**config.mk**
```make
export PLATFORM = sky130hd
export DESIGN_NAME = conv_row_sched_flat
export DESIGN_NICKNAME = d
export VERILOG_FILES = /design/src/rtl/conv_row_sched_if.sv /design/src/rtl/conv_row_sched.sv /design/src/flat_wrapper.sv
export SDC_FILE = /design/constraint.sdc
export NUM_CORES = 1
export LEC_CHECK = 0
export BUFFER_PORTS_ARGS = -buffer_cell sky130_fd_sc_hd__buf_2
export CAP_MARGIN = 20
export CORE_MARGIN = 10
export CORE_UTILIZATION = 38
export CTS_CLUSTER_DIAMETER = 100
export DETAILED_ROUTE_END_ITERATION = 10
export GPL_TIMING_DRIVEN = 0
export SLEW_MARGIN = 20
export SYNTH_ARGS = -nofsm -noshare
export SYNTH_HDL_FRONTEND = slang
export SYNTH_SLANG_ARGS = --single-unit
```
**constraint.sdc**
```tcl
create_clock -name clk -period 2.4 [get_ports clk]
set_clock_uncertainty 0.15 [all_clocks]
set_input_delay 0 -clock clk [delete_from_list [all_inputs] [get_ports clk]]
set_output_delay 0 -clock clk [all_outputs]
set_load 0.01 [all_outputs]
```
**src/rtl/conv_row_sched_if.sv**
```systemverilog
// conv_row_sched_if
//
// Bundles every non-clock/reset signal of the row scheduler.
//   slave  : the scheduler itself. Takes job control, PE psum and the
//            downstream ready. Drives status, buffer reads, PE strobes and
//            the output register.
//   master : the surrounding datapath/controller (line buffers, PE,
//            write-back). Sees the opposite directions.
interface conv_row_sched_if #(
    parameter int DATA_WIDTH = 16,
    parameter int ADDR_WIDTH = 10
);
    // job control / status
    logic                    start;
    logic                    abort;
    logic [3:0]              cfg_kernel_size;
    logic [ADDR_WIDTH-1:0]   cfg_row_len;
    logic                    busy;
    logic                    done;
    logic                    cfg_err;
    // line-buffer reads (data valid the cycle after rd_en)
    logic                    ifmap_rd_en;
    logic [ADDR_WIDTH-1:0]   ifmap_rd_addr;
    logic                    fltr_rd_en;
    logic [3:0]              fltr_rd_addr;
    // PE strobes
    logic                    pe_en;
    logic                    pe_first;
    logic                    pe_last;
    // psum from PE and the registered output
    logic [2*DATA_WIDTH-1:0] psum_in;
    logic                    psum_in_valid;
    logic [2*DATA_WIDTH-1:0] out_data;
    logic                    out_valid;
    logic                    out_ready;
    logic                    out_last;

    modport slave (
        input  start, abort, cfg_kernel_size, cfg_row_len,
        input  psum_in, psum_in_valid, out_ready,
        output busy, done, cfg_err,
        output ifmap_rd_en, ifmap_rd_addr, fltr_rd_en, fltr_rd_addr,
        output pe_en, pe_first, pe_last,
        output out_data, out_valid, out_last
    );

    modport master (
        output start, abort, cfg_kernel_size, cfg_row_len,
        output psum_in, psum_in_valid, out_ready,
        input  busy, done, cfg_err,
        input  ifmap_rd_en, ifmap_rd_addr, fltr_rd_en, fltr_rd_addr,
        input  pe_en, pe_first, pe_last,
        input  out_data, out_valid, out_last
    );
endinterface

```
**src/rtl/conv_row_sched.sv**
```systemverilog
// conv_row_sched
//
// Sequencing controller for one PE of the convolution array. Walks a 1-D
// ifmap row of length W with a K-tap filter at stride 1, issuing one tap
// (ifmap + filter read) per cycle, driving the PE enable/first/last strobes
// one cycle later, and capturing each finished psum into a single-entry
// ready/valid output register. A held output (out_valid & ~out_ready)
// stalls issue and freezes the PE.
//
// Ports:
//   clk   - clock, rising edge
//   rstn  - asynchronous active-low reset
//   bus   - conv_row_sched_if.slave: start/abort/cfg in, busy/done/cfg_err
//           out, ifmap/filter read ports, PE strobes, psum in, output
//           handshake (out_data/out_valid/out_ready/out_last)
module conv_row_sched #(
    parameter int DATA_WIDTH  = 16,
    parameter int KERNEL_SIZE = 3,
    parameter int ADDR_WIDTH  = 10
) (
    input  logic            clk,
    input  logic            rstn,
    conv_row_sched_if.slave bus
);
    localparam logic [3:0]            KMAX   = 4'(KERNEL_SIZE);
    localparam logic [ADDR_WIDTH-1:0] A_ONE  = ADDR_WIDTH'(1);

    typedef enum logic [1:0] {
        S_IDLE  = 2'd0,
        S_RUN   = 2'd1,
        S_DRAIN = 2'd2,
        S_FLUSH = 2'd3
    } state_t;

    state_t                  state_q,      state_d;
    logic [3:0]              k_q,          k_d;
    logic [ADDR_WIDTH-1:0]   nout_q,       nout_d;
    logic [3:0]              t_q,          t_d;
    logic [ADDR_WIDTH-1:0]   o_q,          o_d;
    logic [ADDR_WIDTH-1:0]   cap_cnt_q,    cap_cnt_d;
    logic                    cfg_err_q,    cfg_err_d;
    // Issue pipeline: a tap issued in cycle n is presented to the PE in the
    // first non-stalled cycle after n, when the buffer data is valid.
    logic                    pend_q,       pend_d;
    logic                    pend_first_q, pend_first_d;
    logic                    pend_last_q,  pend_last_d;
    logic [2*DATA_WIDTH-1:0] out_data_q,   out_data_d;
    logic                    out_valid_q,  out_valid_d;
    logic                    out_last_q,   out_last_d;

    logic stall;
    logic issue;
    logic tap_last;
    logic out_final;
    logic accept;
    logic start_ok;
    logic cfg_bad;

    assign stall     = out_valid_q & ~bus.out_ready;
    assign issue     = (state_q == S_RUN) & ~stall;
    assign tap_last  = (t_q == k_q - 4'd1);
    assign out_final = (o_q == nout_q - A_ONE);
    assign accept    = out_valid_q & bus.out_ready;
    assign start_ok  = bus.start & ~bus.abort & (state_q == S_IDLE);
    assign cfg_bad   = (bus.cfg_kernel_size == 4'd0)
                     | (bus.cfg_kernel_size > KMAX)
                     | (bus.cfg_row_len < ADDR_WIDTH'(bus.cfg_kernel_size));

    always_comb begin
        state_d      = state_q;
        k_d          = k_q;
        nout_d       = nout_q;
        t_d          = t_q;
        o_d          = o_q;
        cap_cnt_d    = cap_cnt_q;
        cfg_err_d    = 1'b0;
        pend_d       = pend_q;
        pend_first_d = pend_first_q;
        pend_last_d  = pend_last_q;
        out_data_d   = out_data_q;
        out_valid_d  = out_valid_q;
        out_last_d   = out_last_q;

        case (state_q)
            S_IDLE: begin
                if (start_ok) begin
                    if (cfg_bad) begin
                        cfg_err_d = 1'b1;
                    end else begin
                        state_d   = S_RUN;
                        k_d       = bus.cfg_kernel_size;
                        nout_d    = bus.cfg_row_len
                                  - ADDR_WIDTH'(bus.cfg_kernel_size) + A_ONE;
                        t_d       = 4'd0;
                        o_d       = '0;
                        cap_cnt_d = '0;
                    end
                end
            end
            S_RUN: begin
                if (issue) begin
                    if (tap_last) begin
                        t_d = 4'd0;
                        o_d = o_q + A_ONE;
                        if (out_final) begin
                            state_d = S_DRAIN;
                        end
                    end else begin
                        t_d = t_q + 4'd1;
                    end
                end
            end
            S_DRAIN: begin
                // Last capture always lands after the last issue, so the
                // final beat is only ever accepted here.
                if (accept && out_last_q) begin
                    state_d = S_FLUSH;
                end
            end
            S_FLUSH: begin
                state_d = S_IDLE;
            end
            default: begin
                state_d = S_IDLE;
            end
        endcase

        // Pipeline advances only when the output is not held; otherwise the
        // pending tap waits with the buffers holding its data.
        if (!stall) begin
            pend_d       = issue;
            pend_first_d = issue & (t_q == 4'd0);
            pend_last_d  = issue & tap_last;
        end

        // Output register: a capture wins over a same-cycle acceptance, so
        // the new psum replaces the accepted one and valid stays high.
        if (bus.psum_in_valid) begin
            out_data_d  = bus.psum_in;
            out_valid_d = 1'b1;
            out_last_d  = (cap_cnt_q == nout_q - A_ONE);
            cap_cnt_d   = cap_cnt_q + A_ONE;
        end else if (accept) begin
            out_valid_d = 1'b0;
            out_last_d  = 1'b0;
        end

        if (bus.abort) begin
            state_d      = S_IDLE;
            t_d          = 4'd0;
            o_d          = '0;
            cap_cnt_d    = '0;
            cfg_err_d    = 1'b0;
            pend_d       = 1'b0;
            pend_first_d = 1'b0;
            pend_last_d  = 1'b0;
            out_valid_d  = 1'b0;
            out_last_d   = 1'b0;
        end
    end

    always_ff @(posedge clk or negedge rstn) begin
        if (!rstn) begin
            state_q      <= S_IDLE;
            k_q          <= 4'd0;
            nout_q       <= '0;
            t_q          <= 4'd0;
            o_q          <= '0;
            cap_cnt_q    <= '0;
            cfg_err_q    <= 1'b0;
            pend_q       <= 1'b0;
            pend_first_q <= 1'b0;
            pend_last_q  <= 1'b0;
            out_data_q   <= '0;
            out_valid_q  <= 1'b0;
            out_last_q   <= 1'b0;
        end else begin
            state_q      <= state_d;
            k_q          <= k_d;
            nout_q       <= nout_d;
            t_q          <= t_d;
            o_q          <= o_d;
            cap_cnt_q    <= cap_cnt_d;
            cfg_err_q    <= cfg_err_d;
            pend_q       <= pend_d;
            pend_first_q <= pend_first_d;
            pend_last_q  <= pend_last_d;
            out_data_q   <= out_data_d;
            out_valid_q  <= out_valid_d;
            out_last_q   <= out_last_d;
        end
    end

    assign bus.busy          = (state_q == S_RUN) | (state_q == S_DRAIN);
    assign bus.done          = (state_q == S_FLUSH);
    assign bus.cfg_err       = cfg_err_q;
    assign bus.ifmap_rd_en   = issue;
    assign bus.ifmap_rd_addr = o_q + ADDR_WIDTH'(t_q);
    assign bus.fltr_rd_en    = issue;
    assign bus.fltr_rd_addr  = t_q;
    // PE strobes are gated by stall so the PE freezes with the pipeline.
    assign bus.pe_en         = pend_q & ~stall;
    assign bus.pe_first      = pend_first_q & ~stall;
    assign bus.pe_last       = pend_last_q & ~stall;
    assign bus.out_data      = out_data_q;
    assign bus.out_valid     = out_valid_q;
    assign bus.out_last      = out_last_q;
endmodule

```
**src/flat_wrapper.sv**
```systemverilog
// flat-port wrapper written by rule: the top's interface ports become plain ports
module conv_row_sched_flat 
#(
    parameter int DATA_WIDTH  = 16,
    parameter int KERNEL_SIZE = 3,
    parameter int ADDR_WIDTH  = 10
)
  (clk, rstn, bus_start, bus_abort, bus_cfg_kernel_size, bus_cfg_row_len, bus_psum_in, bus_psum_in_valid, bus_out_ready, bus_busy, bus_done, bus_cfg_err, bus_ifmap_rd_en, bus_ifmap_rd_addr, bus_fltr_rd_en, bus_fltr_rd_addr, bus_pe_en, bus_pe_first, bus_pe_last, bus_out_data, bus_out_valid, bus_out_last);
  conv_row_sched_if #(.DATA_WIDTH(DATA_WIDTH), .ADDR_WIDTH(ADDR_WIDTH)) bus_i ();
  input  logic clk;
  input  logic rstn;
  input wire logic [$bits(bus_i.start)-1:0] bus_start;
  input wire logic [$bits(bus_i.abort)-1:0] bus_abort;
  input wire logic [$bits(bus_i.cfg_kernel_size)-1:0] bus_cfg_kernel_size;
  input wire logic [$bits(bus_i.cfg_row_len)-1:0] bus_cfg_row_len;
  input wire logic [$bits(bus_i.psum_in)-1:0] bus_psum_in;
  input wire logic [$bits(bus_i.psum_in_valid)-1:0] bus_psum_in_valid;
  input wire logic [$bits(bus_i.out_ready)-1:0] bus_out_ready;
  output wire logic [$bits(bus_i.busy)-1:0] bus_busy;
  output wire logic [$bits(bus_i.done)-1:0] bus_done;
  output wire logic [$bits(bus_i.cfg_err)-1:0] bus_cfg_err;
  output wire logic [$bits(bus_i.ifmap_rd_en)-1:0] bus_ifmap_rd_en;
  output wire logic [$bits(bus_i.ifmap_rd_addr)-1:0] bus_ifmap_rd_addr;
  output wire logic [$bits(bus_i.fltr_rd_en)-1:0] bus_fltr_rd_en;
  output wire logic [$bits(bus_i.fltr_rd_addr)-1:0] bus_fltr_rd_addr;
  output wire logic [$bits(bus_i.pe_en)-1:0] bus_pe_en;
  output wire logic [$bits(bus_i.pe_first)-1:0] bus_pe_first;
  output wire logic [$bits(bus_i.pe_last)-1:0] bus_pe_last;
  output wire logic [$bits(bus_i.out_data)-1:0] bus_out_data;
  output wire logic [$bits(bus_i.out_valid)-1:0] bus_out_valid;
  output wire logic [$bits(bus_i.out_last)-1:0] bus_out_last;
  assign bus_i.start = bus_start;
  assign bus_i.abort = bus_abort;
  assign bus_i.cfg_kernel_size = bus_cfg_kernel_size;
  assign bus_i.cfg_row_len = bus_cfg_row_len;
  assign bus_i.psum_in = bus_psum_in;
  assign bus_i.psum_in_valid = bus_psum_in_valid;
  assign bus_i.out_ready = bus_out_ready;
  assign bus_busy = bus_i.busy;
  assign bus_done = bus_i.done;
  assign bus_cfg_err = bus_i.cfg_err;
  assign bus_ifmap_rd_en = bus_i.ifmap_rd_en;
  assign bus_ifmap_rd_addr = bus_i.ifmap_rd_addr;
  assign bus_fltr_rd_en = bus_i.fltr_rd_en;
  assign bus_fltr_rd_addr = bus_i.fltr_rd_addr;
  assign bus_pe_en = bus_i.pe_en;
  assign bus_pe_first = bus_i.pe_first;
  assign bus_pe_last = bus_i.pe_last;
  assign bus_out_data = bus_i.out_data;
  assign bus_out_valid = bus_i.out_valid;
  assign bus_out_last = bus_i.out_last;
  conv_row_sched #(.DATA_WIDTH(DATA_WIDTH), .KERNEL_SIZE(KERNEL_SIZE), .ADDR_WIDTH(ADDR_WIDTH)) u_core (.clk(clk), .rstn(rstn), .bus(bus_i));
endmodule
```
* After elaboration in Yosys (flattened, before gate mapping)
Index checks and enable logic that the tools add are counted.
Word-level totals: flip-flop bits (word level) 78, input port bits 52, word-level logic and storage cells 105
Cells by class: add/subtract/negate cells 8, order comparisons 2, equality and inequality tests 14, mux-type cells 38, bitwise logic cells 17, reductions and logical operators 13
Operator list (number):
- 10-bit 2-to-1 mux | 8
- 10-bit by 1-bit adder with 10-bit output, second input constant | 3
- 10-bit equality test | 2
- 4-bit 2-to-1 mux | 5
- 10-bit case mux with 2 select lines | 1
- 1-bit 2-to-1 mux | 15
- 3-bit by 2-bit inequality test with 1-bit output, second input constant | 5
- 2-bit 2-to-1 mux | 7
- 3-bit nonzero test | 4
- 10-bit by 4-bit adder with 10-bit output | 1
- 1-bit bitwise AND | 10
- 10-bit by 4-bit less-than comparator with 1-bit output | 1
- 10-bit by 1-bit subtractor with 10-bit output, second input constant | 1
- 10-bit by 4-bit subtractor with 10-bit output | 1
- 4-bit zero test | 2
- 2-bit case mux with 4 select lines | 1
- 4-bit case mux with 2 select lines | 1
- 3-bit inequality test, second input constant | 2
- 3-bit AND reduction | 2
- 6-bit AND reduction | 1
- 5-bit AND reduction | 1
- 4-bit by 1-bit adder with 4-bit output, second input constant | 1
- 2-bit equality test, second input constant | 2
- 4-bit equality test | 1
- other kinds (9) | 14

* Logic depth before layout (Yosys ltp)
depth in word-level cells 8, gate-level depth with buffers 13, depth with buffers taken out 13

* Worst setup path before layout
No wires, ideal clock.
path type flip-flop to flip-flop, start reg u_core.nout_q[0], end reg u_core.state_q[1], setup time 0.124 ns, data arrival time 2.284 ns, data required time 2.126 ns, path slack -0.158 ns, cell stages (with the launch flop) 9, clock period less this slack 2.558 ns, path through dfrtp_1 > or3_1 > buf_2 > nor3_4 > mux2_2 > a21oi_1 > nand4_1 > and3_1 > a211o_1
Between the ends: longest elaborated chain between the ends 4
RTL lines:
- from (decl) | line conv_row_sched.sv:37 | logic [ADDR_WIDTH-1:0] nout_q, nout_d;
- from (signal assigned) | line conv_row_sched.sv:180 | nout_q <= nout_d;
- 10-bit by 1-bit subtractor with 10-bit output | line conv_row_sched.sv:62 | assign out_final = (o_q == nout_q - A_ONE);
- 10-bit equality test | line conv_row_sched.sv:62
- 3-bit by 2-bit inequality test with 1-bit output (no source line)
- 6-bit AND reduction (no source line)
- to (signal assigned) | line conv_row_sched.sv:178 | state_q <= state_d;
- to (decl) | line conv_row_sched.sv:35 | state_t state_q, state_d;
Every way passes these cells. A chain may end at the register's enable or synchronous reset.

* Final worst setup path
start reg u_core.nout_q[4], end reg u_core.state_q[0]
Same word-level chain as after synthesis.

==> run_results.csv <==
group,metric,value,unit
floorplanning,initial_core_util,0.390,
route,initialDrtViolationCount,290,
clock_network,clk_pin_slew_worst_paths,60,ps
timing,period_needed,2560,ps
power,pwr_density_cell,759,mW/mm^2
timing,unrepaired_setup_endpoints_after_global_routing,"true",
logic_synthesis,async_flop_share,1.00,
setup_path,crit_arrival,2620,ps
layout,multi_input_gate_area_in_the_final_layout,0.00290,sq mm
status,violations_in_the_final_reports,"negative hold slack, negative setup slack",
placement,placed_cells_incl_taps,790,
logic_synthesis,yosysUniqueCellTypes,52,
setup_path,critical_path.endpoint_type,"flip-flop",
logic_synthesis,ys_top_cells_by_area,"sky130_fd_sc_hd__dfrtp_1, sky130_fd_sc_hd__ha_1, sky130_fd_sc_hd__mux2_2",
global_routing,first_global_vias,4387,
power,vdd.ir_drop.worst,0.442,mV
layout,seq_area,0.00196,sq mm
global_routing,grt_max_degree,58,
placement,preCtsSetupSlack,-299,ps
global_routing,grt.overflow.total,0,
route,detail-route-antenna-nets,0,
timing,max_slew_margin,0.354,
route,routed_wl,13.5,mm
placement,dpl.hpwl,9.84,mm
floorplanning,floorplan_core_area,0.0127,sq mm
logic_synthesis,ys_seq_area_frac,0.394,
clock_network,cts_buffers,9,
logic_synthesis,synth_top_area_frac,0.394,
route,via_per_inst,4.93,
floorplanning,floorplan.die.height,134,microns
logic_synthesis,yosys.area.top_type,"sky130_fd_sc_hd__dfrtp_1",
setup_path,startpoint_type,"flip-flop",
layout,most_frequent_cells_in_the_layout,"sky130_fd_sc_hd__buf_2, sky130_fd_sc_hd__dfrtp_1, sky130_fd_sc_hd__dlygate4sd3_1",
floorplanning,dieArea,0.0180,sq mm
layout,stdcell_count,872,
clock_network,worst_skew_pair.late_latency,340,ps
placement,globalplace.congestion,0.839,
setup_path,crit_required,2460,ps
logic_synthesis,yosys_register_bits,78,
timing,final.period_utilization,1.07,
clock_network,clock-root-buffer,"sky130_fd_sc_hd__clkbuf_16",
route,detailroute.via_count,4303,
route,post-route-drc-count,0,
layout,mostFrequentLayoutCell,"sky130_fd_sc_hd__buf_2",
setup_path,worstPathMaxFanout,7,
logic_synthesis,yosys_warnings,0,
timing,slew_of_the_pin_with_the_lowest_slew_margin,969,ps
timing,max_clock_freq,390,MHz
logic_synthesis,syn_inst,512,
setup_path,timing.critical_path.cells,"buf_8, or3_4, nor3_4, mux2_4, a21oi_2, nand4_1, mux2i_1, or3_1",
clock_network,clock-sinks,78,
route,drt-wirelength-per-cell,15.4,microns
floorplanning,boundaryPins,108,
setup_path,critical_path_buf_inv_count,1,
layout,final.fill_count,1125,
global_routing,grt_pass1_wl,21.9,mm
timing,drv_slew,0,
layout,final_nets,782,
layout,n_antenna_cell,0,
run,drv.max_cap_violation_count,0,
placement,buffers_on_ports,105,
layout,final_core_utilization,0.537,
power,total_leakage_power,3.26,nW
layout,final_layout_size_suffix_gt1_frac,0.333,
global_routing,antenna_found_initial,0,
global_routing,global_route.usage.total,0.148,
setup_path,cp_slowest_cell,"sky130_fd_sc_hd__or3_4",
floorplanning,core.rowCount,41,
logic_synthesis,postSynthNetCount,599,
layout,area_growth_syn_to_layout,37.7,%
route,detailedRoute.firstPassIterationCount,5,
setup_path,timing_worst_setup_path_type,"reg2reg",
timing,hold_viol,1,
logic_synthesis,dominantRegCellSynth,"sky130_fd_sc_hd__dfrtp_1",
logic_synthesis,netlist_area,0.00496,sq mm
timing,hold_slack,-4.00,ps
status,outcome,"finished, violations left",
setup_path,worst-r2r-setup-slack,-160,ps
floorplanning,die_w,134,microns
clock_network,tritoncts,"done",
clock_network,cts.htree.levels,3,
logic_synthesis,synth-edff-count,0,
timing,finalSetupViolCount,11,
worst_hold_path,worstHoldPathType,"in2reg",
logic_synthesis,post_synth.cell_area_avg,9.68,sq um
timing,post-route-worst-setup-slack,-161,ps
setup_path,critical-path-top-delay-family,"simple AND/OR/NAND/NOR gates",
setup_path,critical_path.max_stage_delay,390,ps
clock_network,ctsLongestPathBuffers,2,
[power breakdown]
group / switching [mW] / internal [mW]
clock: 0.583 / 0.820
sequential: 0.198 / 1.50
combinational: 1.05 / 1.03
total: 1.83 / 3.35
[synth_stat cells (3+ instances only)]
| cell type | count |
|---|---|
| sky130_fd_sc_hd__nor2_1 | 33 |
| sky130_fd_sc_hd__o21ai_0 | 32 |
| sky130_fd_sc_hd__nand3_1 | 12 |
| sky130_fd_sc_hd__nand4_1 | 7 |
| sky130_fd_sc_hd__or3_1 | 4 |
| sky130_fd_sc_hd__dfrtp_1 | 78 |
| sky130_fd_sc_hd__xor2_1 | 20 |
| sky130_fd_sc_hd__nand2_1 | 44 |
| sky130_fd_sc_hd__ha_1 | 32 |
| sky130_fd_sc_hd__a211oi_1 | 4 |
| sky130_fd_sc_hd__a21oi_1 | 25 |
| sky130_fd_sc_hd__mux2i_1 | 3 |
| sky130_fd_sc_hd__nor3_1 | 9 |
| sky130_fd_sc_hd__and3_1 | 6 |
| sky130_fd_sc_hd__nand2b_1 | 8 |
| sky130_fd_sc_hd__nand3b_1 | 3 |
| sky130_fd_sc_hd__clkbuf_1 | 21 |
| sky130_fd_sc_hd__inv_1 | 37 |
| sky130_fd_sc_hd__fa_1 | 3 |
| sky130_fd_sc_hd__and2_1 | 6 |
| sky130_fd_sc_hd__nor2b_1 | 8 |
| sky130_fd_sc_hd__xnor2_1 | 33 |
| sky130_fd_sc_hd__o31ai_1 | 5 |
| sky130_fd_sc_hd__a21o_1 | 7 |
| sky130_fd_sc_hd__mux2_2 | 35 |
[cells by family after synthesis]
| group | Yosys count | synth area share |
|---|---|---|
| xor gates and xnor gates | 53 | 0.0936 |
| DFF | 78 | 0.394 |
| adders and majority gates | 36 | 0.0949 |
| and+or+nand+nor | 154 | 0.160 |
| muxes | 38 | 0.0855 |
| buffers and inverters | 62 | 0.0497 |
| AOI/OAI and AO/OA | 91 | 0.122 |
[what timing repair did]
item                                    in CTS  in global routing
endpoints found under the hold margin      124                  1
pin swaps                                   12                 10
hold buffers                                43                  1
buffers inserted                            17                  8
resized for setup                           17                 35
endpoints found under the setup margin      27                 31
[metal layers]
layer / GRT usage / vias up / part of all wire / wire (microns)
met3: 0.0329 / 11 / 0.054 / 732
met2: 0.267 / 96 / 0.51 / 6900
met4: 0.0459 / 0 / 0.016 / 221
li1: - / 2124 / - / -
met5: 0 / - / 0 / 0
met1: 0.169 / 2072 / 0.42 / 5600
[metrics by stage]
step                      TNS, ps  instance area, sq um  power [mW]
after global placement      -5280                  5730        3.37
after floorplan              -115                  4990        2.95
after CTS                    -545                  6670        5.12
final                        -750                  6830        5.18
after global routing        -2250                  6830        5.52
after detailed placement    -5610                  5760        3.45
[cell type report]
| class | count | share of cell area |
|---|---|---|
| Multi-Input combinational cell | 372 | 0.425 |
| Sequential cell | 78 | 0.287 |
| Timing Repair Buffer | 174 | 0.174 |
| Clock buffer | 9 | 0.0330 |
| Tap cell | 172 | 0.0315 |
| Inverter | 37 | 0.0203 |
| Buffer | 23 | 0.0178 |
| Clock inverter | 7 | 0.0119 |
[path summary, 6_finish.rpt]
kind                                        start                      end  cells past startpoint
setup / recovery                 u_core.nout_q[4]        u_core.state_q[0]                      8
hold reg to reg            u_core.bus.out_data[8]   u_core.bus.out_data[8]                      1
setup reg to reg                 u_core.nout_q[4]        u_core.state_q[0]                      8
min in group asynchronous                    rstn  u_core.bus.out_data[22]                      3
hold / removal                 bus_cfg_row_len[7]         u_core.nout_q[8]                      4
max in group asynchronous                    rstn  u_core.bus.out_data[29]                      3
[state kept, by name (all words and copies together), names as in the netlist, 2 cells and up]
signal and cells:
u_core.bus.out_data 32, u_core.cap_cnt_q 10, u_core.state_q 2, u_core.bus.fltr_rd_addr 4
u_core.o_q 10, u_core.k_q 4, u_core.nout_q 10
[tightest hold or removal path: stages]
cell	delay (ps)
sky130_fd_sc_hd__buf_2	90
sky130_fd_sc_hd__ha_1	160
sky130_fd_sc_hd__xnor2_1	120
sky130_fd_sc_hd__o21ai_1	60
Note: power is estimated with default switching activity, not from simulation.
